--- src/rtl/draw_cmd_stack.sv ---
// draw_cmd_stack: LIFO store for draw commands between producers and the feeder.
// Popped entries land in a registered output that holds until the next accepted
// pop. Status outputs decode from the occupancy register only, so they settle one
// cycle after the push or pop that changed them. DEPTH legal range is 2..256.
module draw_cmd_stack #(
    parameter int DATA_WIDTH = 32,
    parameter int DEPTH      = 16,
    parameter int CNT_WIDTH  = $clog2(DEPTH + 1)
) (
    input  logic                  clock,
    input  logic                  reset_n,
    input  logic                  push,
    input  logic [DATA_WIDTH-1:0] push_data,
    input  logic                  pop,
    output logic [DATA_WIDTH-1:0] pop_data,
    output logic                  pop_valid,
    output logic                  stack_empty,
    output logic                  stack_full,
    output logic [CNT_WIDTH-1:0]  count,
    input  logic                  clear,
    output logic                  overflow,
    output logic                  underflow
);

    localparam int AW = $clog2(DEPTH);
    localparam logic [CNT_WIDTH-1:0] FULL_CNT = CNT_WIDTH'(DEPTH);
    localparam logic [CNT_WIDTH-1:0] ONE_CNT  = CNT_WIDTH'(1);

    logic [DATA_WIDTH-1:0] r_mem [DEPTH];
    logic [CNT_WIDTH-1:0]  r_count;
    logic [DATA_WIDTH-1:0] r_pop_data;
    logic                  r_pop_valid;
    logic                  r_overflow;
    logic                  r_underflow;

    logic                  w_nonempty;
    logic                  w_full;
    logic                  w_pop_ok;
    logic                  w_push_ok;
    logic                  w_mem_we;
    logic [AW-1:0]         w_wr_addr;
    logic [AW-1:0]         w_rd_addr;

    assign w_nonempty = (r_count != '0);
    assign w_full     = (r_count == FULL_CNT);
    assign w_pop_ok   = pop && w_nonempty;
    // A push on a full stack still fits when the same edge pops the top.
    assign w_push_ok  = push && (!w_full || w_pop_ok);
    assign w_mem_we   = reset_n && !clear && w_push_ok;

    // Simultaneous push+pop overwrites the top slot; a plain push writes above it.
    assign w_wr_addr  = w_pop_ok ? AW'(r_count - ONE_CNT) : AW'(r_count);
    assign w_rd_addr  = AW'(r_count - ONE_CNT);

    // Storage array: contents are don't-care after reset, so no reset here.
    always_ff @(posedge clock) begin
        if (w_mem_we) begin
            r_mem[w_wr_addr] <= push_data;
        end
    end

    // Occupancy, popped-entry register and sticky error flags.
    always_ff @(posedge clock) begin
        if (!reset_n) begin
            r_count     <= '0;
            r_pop_data  <= '0;
            r_pop_valid <= 1'b0;
            r_overflow  <= 1'b0;
            r_underflow <= 1'b0;
        end else if (clear) begin
            r_count     <= '0;
            r_pop_valid <= 1'b0;
            r_overflow  <= 1'b0;
            r_underflow <= 1'b0;
        end else begin
            r_pop_valid <= w_pop_ok;
            if (w_pop_ok) begin
                r_pop_data <= r_mem[w_rd_addr];
            end
            if (push && !w_push_ok) begin
                r_overflow <= 1'b1;
            end
            if (pop && !w_pop_ok) begin
                r_underflow <= 1'b1;
            end
            if (w_push_ok && !w_pop_ok) begin
                r_count <= r_count + ONE_CNT;
            end else if (w_pop_ok && !w_push_ok) begin
                r_count <= r_count - ONE_CNT;
            end
        end
    end

    assign pop_data    = r_pop_data;
    assign pop_valid   = r_pop_valid;
    assign count       = r_count;
    assign stack_empty = !w_nonempty;
    assign stack_full  = w_full;
    assign overflow    = r_overflow;
    assign underflow   = r_underflow;

endmodule

--- config.mk ---
export PLATFORM = sky130hd
export DESIGN_NAME = draw_cmd_stack
export DESIGN_NICKNAME = d
export VERILOG_FILES = /design/src/rtl/draw_cmd_stack.sv
export SDC_FILE = /design/constraint.sdc
export NUM_CORES = 1
export LEC_CHECK = 0
export CAP_MARGIN = 5
export CORE_MARGIN = 4
export CORE_UTILIZATION = 35
export CTS_BUF_LIST = sky130_fd_sc_hd__clkbuf_4 sky130_fd_sc_hd__clkbuf_8
export DETAILED_ROUTE_END_ITERATION = 16
export RECOVER_POWER = 50
export SYNTH_ARGS = -nofsm -noshare
export SYNTH_HDL_FRONTEND = slang
export SYNTH_SLANG_ARGS = --single-unit
--- constraint.sdc ---
create_clock -name clock -period 4.22 [get_ports clock]
set_input_delay 0.844 -clock clock [delete_from_list [all_inputs] [get_ports clock]]
set_output_delay 0.844 -clock clock [all_outputs]
set_load 0.03 [all_outputs]
# Word-level counts from Yosys, hierarchy flattened
# Memory sizes are Yosys's and may differ from the RTL's. A register that Yosys moved wholly into a read port is not among the register bits.
# Index checks and enable logic that the tools add are counted.
# classes
add_sub_neg,2
n_eq_ne,1
muxes,5
bitwise_logic,2
n_reduce_logical,19
# op_table
operator,count
5-bit two-way mux,2
1-bit logical AND,8
1-bit logical NOT,6
"5-bit by 1-bit adder with 5-bit output, second input constant",1
"5-bit equality test, second input constant",1
5-bit nonzero test,1
"5-bit by 1-bit subtractor with 5-bit output, second input constant",1
4-bit two-way mux,1
1-bit two-way mux,2
1-bit NOT,2
2-bit AND reduction,1
2-bit nonzero test,1
2-bit OR reduction,1
1-bit logical OR,1
# word_totals
register_bits,8
ramBits,512
inputBits,37
out_inout_bits,42
elab_cells,34
mem_count,1
# memory_table
memory,words,width,rd,rd_ports_with_merged_regs,wr,line_no,text
r_mem,16,32,1,1,1,29,logic [DATA_WIDTH-1:0] r_mem [DEPTH];

# Depth between registers and ports, before layout
# logic_depth
depth_word,8
mapped_depth,13
mapped_depth_nobuf,10

# Least setup slack after synthesis
# No wires, ideal clock.
# synth_path
path_type,reg-to-reg
start,"register r_count[0], in the netlist count[0]"
end,memory r_mem[1][0] (enable)
setup_ps,421
arrival_time_ps,4034
t_required_ps,3799
slack_ps,-235
path_stages_with_launch,13
n_path_buf,6
synth_period_minus_slack_ps,4455
cell_sequence,dfxtp_1 -> buf_2 -> buf_6 -> buf_2 -> inv_1 -> ha_1 -> clkbuf_1 -> buf_2 -> buf_1 -> inv_1 -> nor4_1 -> a31oi_1 -> nor2_1
# synth_between
elab_chain_cells,7
word_cells_on_any_way,11
# synth_lines
item,line_no,text
"start, declared",30,logic [CNT_WIDTH-1:0] r_count;
"start signal, assigned",87,r_count <= r_count + ONE_CNT;
"start signal, assigned",89,r_count <= r_count - ONE_CNT;
5-bit equality test or 5-bit nonzero test (tied branches),"45, 44",
1-bit logical NOT or 1-bit logical AND (tied branches),"48, 46",
1-bit logical OR,48,assign w_push_ok = push && (!w_full || w_pop_ok);
1-bit logical AND,48,
1-bit logical AND,49,assign w_mem_we = reset_n && !clear && w_push_ok;
1-bit two-way mux,57,if (w_mem_we) begin
1-bit two-way mux (not written as such),58,r_mem[w_wr_addr] <= push_data;
"end, declared",29,
# Parallel ways exist; a longest one is shown, timed or not.

# Worst setup path after layout
# layout_path
start,"register r_count[1], in the netlist count[1]"
end,output port stack_empty
# layout_between
elab_chain_cells,2
# layout_lines
item,line_no,text
5-bit nonzero test,44,assign w_nonempty = (r_count != '0);
1-bit logical NOT,97,assign stack_empty = !w_nonempty;
"end, declared",17,"output logic stack_empty,"
# Every way passes these cells.

==> summary.txt <==
post-CTS resize count: 0
Distinct cells, synth: 39
Final ANT Viol Nets: 0
Startpoint Class: flop
Worst-Margin Slew: 948.5 ps
pwr dens: 514.5 nW/um^2
largest net degree at the start of global routing: 111
initial antenna violation count: 1
Die ar.: 64320 um^2
setup TNS: 0 ps
Tmin final: 3970 ps
Via Count: 10680
Clock transition at path regs: 60 ps
Max-slew headroom: 36.60%
first-pass GRT wire length: 75640 um
Hold Buf Count CTS: 0
Main synth FF type: edfxtp_1
vias in the first global route: 10930
VDD IR max: 0.2067 mV
YS warnings: 0
Post-Synthesis Net Count: 1035
Final Max Tran Viols: 0
die width: 253.6 um
DRC: 0
Post-synth EDFFs: 512
Cell Rows: 89
deepest clock path buffer count: 3
port buffer count: 78
share of cells above drive strength 1: 31.54%
CTS Buf Count: 89
post-synthesis register bit count: 552
post-layout worst setup margin: 249.9 ps
Die Y: 253.6 um
CP Capture Type: primary output
most frequent cells in the layout: 512 x edfxtp_1, 128 x mux4_2, 99 x clkbuf_8
Leak: 0.007885 uW
DR vias/cell: 5.346
worst-path fanout max: 13
WL per Instance: 25.80 um
WP data required: 3380 ps
Syn Area/Cell: 21.24 um^2
CTS tree: done
fmax: 0.2519 GHz
critical path arrival: 3130 ps
# IOs: 79
DPL Wire Length: 30930 um
NumNets Final: 1191
setup bufs post-CTS: 0
Starting DRT DRC Count: 1047
ys async rst share: 0%
outcome: finished, final reports clean
RSZ-0062 raised after global routing: false
clock latency at the later pin of the worst-skew pair: 650 ps
root buffer cell: clkbuf_8
Area Growth Syn to Fin: 18.77%
Design Power: 12900 uW
skew final: 23.98 ps
Synth Instances: 994
period utilization: 94.08%
post-synthesis sequential area ratio: 76.61%
pre-CTS WS: 599.7 ps
H-tree Lvls: 3
RePlAce Congestion: 0.7635
CTS Sinks: 552
final setup fails: 0
GR Overflow Total: 0
Setup CP Type: reg2out
Core ar.: 59350 um^2
worst hold path class: reg2reg
maxcap violations: 0
Synth Cell Area: 21110 um^2
Final Routed Wirelength: 51530 um
Total GRT Usage: 16.15%
Hold Fails Final Rpt: 0
most common cell after layout, fill and taps aside: edfxtp_1
Ant. Diodes: 0
Initial Utilization: 35.57%
drt first pass iters: 5
-- cells by family after synthesis --
group	count (synthesis)	synth area share [%]
flops	552	76.61
mux	161	15.41
compound gates	118	3.769
simple gates	83	2.104
buf+inv	71	1.665
xor+xnor	5	0.2074
fa+ha+maj	4	0.2370
-- sequential cells by signal, summed over array words and instances (netlist names) --
register and count:
r_mem 512, pop_data 32, count 5, overflow 1, pop_valid 1, underflow 1
-- final timing paths --
check               start           end  slack, ps  cells after the start
max              count[1]   stack_empty        250                      4
min reg2reg  pop_data[26]  pop_data[26]        480                      1
min          pop_data[26]  pop_data[26]        480                      1
max reg2reg      count[1]  r_mem[2][16]        820                      7
-- synth_stat cells (6+ instances only) --
cell / count / share of area, %
edfxtp_1: 512 / 73
mux4_2: 128 / 14
dfxtp_1: 40 / 3.8
a21oi_1: 38 / 0.90
o21ai_0: 35 / 0.83
clkbuf_1: 33 / 0.59
a221o_1: 32 / 1.5
mux2_2: 32 / 1.7
nand3_1: 32 / 0.76
nor2_1: 25 / 0.44
buf_2: 20 / 0.47
buf_6: 6 / 0.32
inv_1: 6 / 0.11
nor4_1: 6 / 0.18
-- power by group --
part	switching [uW]	internal [uW]	total, uW
clock network	2100	2760	4850
logic	1120	783	1900
registers	57.2	6090	6150
total	3280	9630	12900
-- cell type report --
type | instances | area (um^2)
well taps | 773 | 967.2
clock inverters | 41 | 360.3
clock buffers | 124 | 1550
flip-flops and latches | 552 | 16180
fillers | 5068 | 34280
inverters | 6 | 22.52
repair buffers | 130 | 1271
multi-input cells | 371 | 4727
-- worst max-delay path, stage by stage, from the launching register on --
cell and delay [ps]:
dfxtp_1 490, inv_1 240, ha_4 160, nor4b_2 760, clkdlybuf4s50_1 820
-- routing by layer --
layer / wire (um) / vias to the layer above / track usage, %
li1: - / 4518 / -
met1: 22000 / 5633 / 22.76
met2: 24640 / 445 / 25.29
met3: 3642 / 80 / 3.541
met4: 1242 / 0 / 5.204
met5: 0 / - / 0
-- metrics by stage --
step                      util [%]  hold WS, ps  std cells  area, um^2
after floorplan                  -        621.0        994       21120
after global placement       39.03        457.1       1832       23170
after detailed placement     39.03        476.2       1832       23170
after CTS                    42.25        489.4       1997       25080
after global routing         42.25        512.4       1997       25080
final                        42.25        483.4       1997       25080
Power figures use the tool's default switching activity.
